`src/rtl/fix2single_arbiter.sv`:
```
// fix2single_arbiter
// Round-robin arbiter that shares one fixed-to-float converter among NUM_REQ producers.
// A single request is accepted, pushed through the converter's input handshake, awaited
// under a timeout, and the 32-bit result is returned tagged with the requester index.
//
// Ports:
//   clk, rst                       clock (rising edge), asynchronous active-low reset
//   req_valid/req_ready/req_data   per-requester operand handshake, operand i at [i*W +: W]
//   cnv_valid_in/cnv_ready_in      operand handshake towards the converter
//   cnv_fixed_point                operand presented to the converter
//   cnv_valid_out/cnv_ready_out    result handshake from the converter
//   cnv_data_out                   single-precision result from the converter
//   out_valid/out_ready            result handshake towards downstream
//   out_data/out_id                result and the index of the requester it belongs to
//   busy                           high whenever a transaction is in progress
//   timeout_err                    sticky flag, set when the converter fails to answer
module fix2single_arbiter #(
  parameter int unsigned NUM_REQ     = 4,
  parameter int unsigned INT_WIDTH   = 8,
  parameter int unsigned FRACT_WIDTH = 8,
  parameter int unsigned TIMEOUT     = 64,
  localparam int unsigned W          = INT_WIDTH + FRACT_WIDTH,
  localparam int unsigned ID_W       = (NUM_REQ > 1) ? $clog2(NUM_REQ) : 1,
  localparam int unsigned CNT_W      = (TIMEOUT > 1) ? $clog2(TIMEOUT) : 1
) (
  input  logic                 clk,
  input  logic                 rst,
  input  logic [NUM_REQ-1:0]   req_valid,
  output logic [NUM_REQ-1:0]   req_ready,
  input  logic [NUM_REQ*W-1:0] req_data,
  output logic                 cnv_valid_in,
  input  logic                 cnv_ready_in,
  output logic [W-1:0]         cnv_fixed_point,
  input  logic                 cnv_valid_out,
  output logic                 cnv_ready_out,
  input  logic [31:0]          cnv_data_out,
  output logic                 out_valid,
  input  logic                 out_ready,
  output logic [31:0]          out_data,
  output logic [ID_W-1:0]      out_id,
  output logic                 busy,
  output logic                 timeout_err
);

  typedef enum logic [1:0] {StIdle, StIssue, StWait, StDeliver} state_e;

  state_e            state_q, state_d;
  logic [ID_W-1:0]   rr_ptr_q, rr_ptr_d;
  logic [ID_W-1:0]   id_q, id_d;
  logic [W-1:0]      operand_q, operand_d;
  logic [31:0]       result_q, result_d;
  logic [CNT_W-1:0]  cnt_q, cnt_d;
  logic              err_q, err_d;

  logic [ID_W-1:0]   grant;
  logic              any_valid;
  logic [W-1:0]      req_ops [NUM_REQ];

  // Modulo-NUM_REQ increment; NUM_REQ need not be a power of two.
  function automatic logic [ID_W-1:0] next_id(input logic [ID_W-1:0] id);
    if (id == ID_W'(NUM_REQ - 1)) begin
      return '0;
    end
    return id + ID_W'(1);
  endfunction

  for (genvar i = 0; i < int'(NUM_REQ); i++) begin : g_unpack
    assign req_ops[i] = req_data[i*W +: W];
  end

  // First valid requester at or after rr_ptr, wrapping around.
  always_comb begin
    logic [ID_W-1:0] cand;
    grant     = '0;
    any_valid = 1'b0;
    cand      = rr_ptr_q;
    for (int k = 0; k < int'(NUM_REQ); k++) begin
      if (!any_valid && req_valid[cand]) begin
        grant     = cand;
        any_valid = 1'b1;
      end
      cand = next_id(cand);
    end
  end

  always_comb begin
    state_d       = state_q;
    rr_ptr_d      = rr_ptr_q;
    id_d          = id_q;
    operand_d     = operand_q;
    result_d      = result_q;
    cnt_d         = cnt_q;
    err_d         = err_q;
    req_ready     = '0;
    cnv_valid_in  = 1'b0;
    cnv_ready_out = 1'b0;
    out_valid     = 1'b0;

    unique case (state_q)
      StIdle: begin
        if (any_valid) begin
          req_ready[grant] = 1'b1;
          id_d             = grant;
          operand_d        = req_ops[grant];
          state_d          = StIssue;
        end
      end
      StIssue: begin
        cnv_valid_in = 1'b1;
        if (cnv_ready_in) begin
          cnt_d   = '0;
          state_d = StWait;
        end
      end
      StWait: begin
        cnv_ready_out = 1'b1;
        cnt_d         = cnt_q + CNT_W'(1);
        // A result arriving on the last allowed cycle still wins over the abort.
        if (cnv_valid_out) begin
          result_d = cnv_data_out;
          state_d  = StDeliver;
        end else if (cnt_q == CNT_W'(TIMEOUT - 1)) begin
          err_d    = 1'b1;
          rr_ptr_d = next_id(id_q);
          state_d  = StIdle;
        end
      end
      StDeliver: begin
        out_valid = 1'b1;
        if (out_ready) begin
          rr_ptr_d = next_id(id_q);
          state_d  = StIdle;
        end
      end
      default: state_d = StIdle;
    endcase
  end

  always_ff @(posedge clk or negedge rst) begin
    if (!rst) begin
      state_q   <= StIdle;
      rr_ptr_q  <= '0;
      id_q      <= '0;
      operand_q <= '0;
      result_q  <= '0;
      cnt_q     <= '0;
      err_q     <= 1'b0;
    end else begin
      state_q   <= state_d;
      rr_ptr_q  <= rr_ptr_d;
      id_q      <= id_d;
      operand_q <= operand_d;
      result_q  <= result_d;
      cnt_q     <= cnt_d;
      err_q     <= err_d;
    end
  end

  assign cnv_fixed_point = operand_q;
  assign out_data        = result_q;
  assign out_id          = id_q;
  assign busy            = (state_q != StIdle);
  assign timeout_err     = err_q;

endmodule

```
`config.mk`:
```
export PLATFORM = sky130hd
export DESIGN_NAME = fix2single_arbiter
export DESIGN_NICKNAME = d
export VERILOG_FILES = /design/src/rtl/fix2single_arbiter.sv
export SDC_FILE = /design/constraint.sdc
export NUM_CORES = 1
export LEC_CHECK = 0
export ABC_AREA = 1
export CORE_ASPECT_RATIO = 0.9
export CORE_MARGIN = 2
export CORE_UTILIZATION = 35
export DETAILED_ROUTE_END_ITERATION = 16
export GPL_TIMING_DRIVEN = 0
export PLACE_DENSITY = 0.74
export SLEW_MARGIN = 20
export SYNTH_ARGS = -nofsm -noshare
export SYNTH_HDL_FRONTEND = slang
export SYNTH_SLANG_ARGS = --single-unit
```
`constraint.sdc`:
```
create_clock -name clk -period 4 [get_ports clk]
set_input_delay 1 -clock clk [delete_from_list [all_inputs] [get_ports clk]]
set_output_delay 1 -clock clk [all_outputs]
set_load 0.01 [all_outputs]
```
==> flow_summary.toml <==
[run_status]
status = "finished clean"

[timing]
finalCriticalPeriod_ns = 3.855
drv_slew = 0
finClkSkew_ns = 0.005722
worst-slew-pin-transition_ns = 0.5247
fmax_ghz = 0.2594
fin_crit_sh_pct = 96.37
slew_headroom_pct = 64.89
hold_violations = 0
rsz0062_at_grt = "yes"
setup_viol = 0
worst_slack_ns = 0.1451
tns_ns = 0

[clock_network]
cts_tree = "yes"
cts-root-buf = "clkbuf_16"
cts_buffers = 9
htree_levels = 3
hold_buffers = 0
clkTransAtPathRegs_ns = 0.05
cts.path.max_buffers = 2
clock_latency_ns = 0.32
cts_sinks = 61

[final_layout]
drive_gt1_share_pct = 10.91
fin_nets = 837
diodes = 0
post-route-util_pct = 57.23
final_area_um2 = 5864
area_growth_syn_to_layout_pct = 58.67

[route]
wl_um = 11370
vias = 3968
drt_first_pass_iters = 5
final_antenna_net_count = 0
top_layer_used = "met4"
post_drt_wl_per_cell_um = 13.18
met3_length_um = 788
viasPerCell = 4.603
route.met2.wl_um = 5451
drc = 0
drt_iter0_drc = 168
wl_met1_um = 4965

[floorplan]
row_count = 35
start_util_pct = 36.07
die_y_um = 101.5
core_area_um2 = 10250
dieArea_um2 = 11400
pin_count = 164
fp.dieW_um = 112.3

[global_routing]
grt_pass1_vias = 3897
overflow = 0
grt_max_degree = 57
grt_usage_pct = 19.66
antenna_found_initial = 0
grt_pass1_wl_um = 18300

[placement]
port_buffers = 163
post_dp_cell_area_um2 = 5514
post-dp-hpwl_um = 8683
gp_congestion = 0.9099
place_ws_ns = -0.4600

[critical_path]
cp.arrival_ns = 2.85
r2r_cells = 14
regToRegSetupSlack_ns = 1.38
worst_setup_path_end_kind = "output port"
worstReg2RegEnd = "cnv_fixed_point[13]"
critPathMaxFanout = 10
cp.required_ns = 3.00
crit_type = "in2out"
critPathLaunchType = "input port"
r2r_start = "rr_ptr_q[0]"

[yosys]
yosysSeqAreaShare_pct = 41.30
ys_seq_elements = 61
avgSynthCellArea_um2 = 6.745
synth.cell_area_um2 = 3696
synth_edf_count = 0
ys.warnings.count = 0
syn_nets = 656
synth_ff_type = "dfrtp_1"
synth_cell_types = 28
ys_async_sr_fraction_pct = 100.0
syn_inst = 548

[power_and_ir_drop]
cellPowerDensity_nw_per_um2 = 943.8
power.leakage_nw = 3.073
ir_drop_uv = 423.2
p_total_mw = 5.535

[run]
cap_violations = 0

[worst_hold_path]
min_to = "out_data[3]"
hp-start = "out_data[3]"
worstHoldPathCells = 2
hp-class = "reg2reg"
==> cell usage in the layout, fill, tap and decap left out <==
cell type,n
clkbuf_8,3
inv_8,1
nand3_1,66
clkinvlp_4,2
nand2_4,1
nand3_4,1
clkbuf_2,4
nand2_2,6
nor3_1,2
nand3_2,10
a31oi_1,1
dfrtp_1,61
nor3_2,1
inv_2,9
a21boi_1,1
o22ai_1,2
buf_4,10
o21ai_0,5
inv_1,84
o21ai_1,1
clkbuf_1,6
o21bai_1,1
clkinv_2,1
nor2_2,6
buf_16,1
buf_6,3
a21oi_1,6
nor2_1,17
nand2_1,237
o31ai_1,1
buf_2,7
nor2_8,1
nor2_4,2
ha_1,3
clkbuf_16,9
buf_8,1
nand4_4,1
a22o_1,1
clkdlybuf4s50_1,158
==> worst max path at each step <==
stage / to / start / slack, ns / cells after the start
after floorplan: req_ready[0] / req_valid[1] / 0.79 / 13
after global placement: req_ready[1] / req_valid[3] / -0.44 / 11
after detailed placement: req_ready[1] / req_valid[2] / -0.46 / 11
after CTS: req_ready[1] / req_valid[2] / -0.003 / 11
after global routing: req_ready[2] / req_valid[3] / -0.01 / 14
final: req_ready[2] / req_valid[2] / 0.15 / 14
==> logic make-up (layout without fill, tap and decap cells) <==
logic type / after synthesis / after routing / share of synthesized area [%]
adder cells (fa/ha/maj): 3 / 3 / 1.016
AND/OR/NAND/NOR: 351 / 351 / 41.67
flip-flops: 61 / 61 / 41.30
buffers and inverters: 114 / 299 / 13.03
AO/OA/AOI/OAI: 19 / 19 / 2.979
==> stage by stage <==
stage                     hold slack (ns)  std cells
final                              0.4683        862
after global routing               0.4815        862
after CTS                          0.4709        858
after detailed placement           0.4587        841
after global placement             0.4551        840
after floorplan                    0.4713        548
==> power by group <==
| part | leakage (nW) | switching [mW] | internal [mW] |
|---|---|---|---|
| registers | 0.764 | 0.188 | 0.916 |
| logic | 2.17 | 2.13 | 1.57 |
| clock network | 0.137 | 0.266 | 0.465 |
==> cells in the mapped netlist, types with 6 or more instances <==
master    instances  area share, %
nand2_1         238             24
inv_1            86            8.7
nand3_1          66            8.9
dfrtp_1          61             41
nor2_1           18            1.8
nand3_2          11            3.0
buf_2             7           0.95
inv_2             7           0.71
a21oi_1           6           0.81
clkbuf_1          6           0.61
nand2_2           6            1.0
==> state kept, by name (all words and copies together) (netlist names) <==
name,count
cnv_fixed_point,16
timeout_err,1
cnt_q,6
out_data,32
state_q,2
rr_ptr_q,2
out_id,2
==> per-layer routing <==
| layer | GRT usage (%) | up-vias |
|---|---|---|
| met4 | 4.221 | 0 |
| met1 | 24.61 | 1814 |
| met5 | 0 | - |
| met2 | 34.62 | 124 |
| met3 | 5.087 | 14 |
| li1 | - | 2016 |
==> critical path, cell delays in order <==
cell and delay, ns:
clkdlybuf4s50_1 0.45, inv_1 0.09, nand2_1 0.09, nand3_2 0.10, nand2_1 0.09, nor2_4 0.17, nand2_2 0.10, nor2_4 0.14
nor2_8 0.07, inv_8 0.08, buf_8 0.15, nand2_1 0.08, nor2_1 0.09, clkbuf_2 0.15
==> layout make-up <==
class | instances | area (um2)
buffer | 20 | 125.1
clock buffer | 12 | 266.5
clock inverter | 3 | 20.02
fill | 962 | 4383
inverter | 94 | 360.3
multi-input combinational | 373 | 1719
sequential | 61 | 1526
tap | 129 | 161.4
timing repair buffer | 170 | 1685
==> timing repair <==
item | in CTS | in global routing
endpoints found under the hold margin | 0 | 0
pin swaps | 2 | 3
endpoints found under the setup margin | 4 | 4
resized for setup | 11 | 11
setup buffers | 2 | 4
cloned | 0 | 0
(Power assumes the default switching activity.)
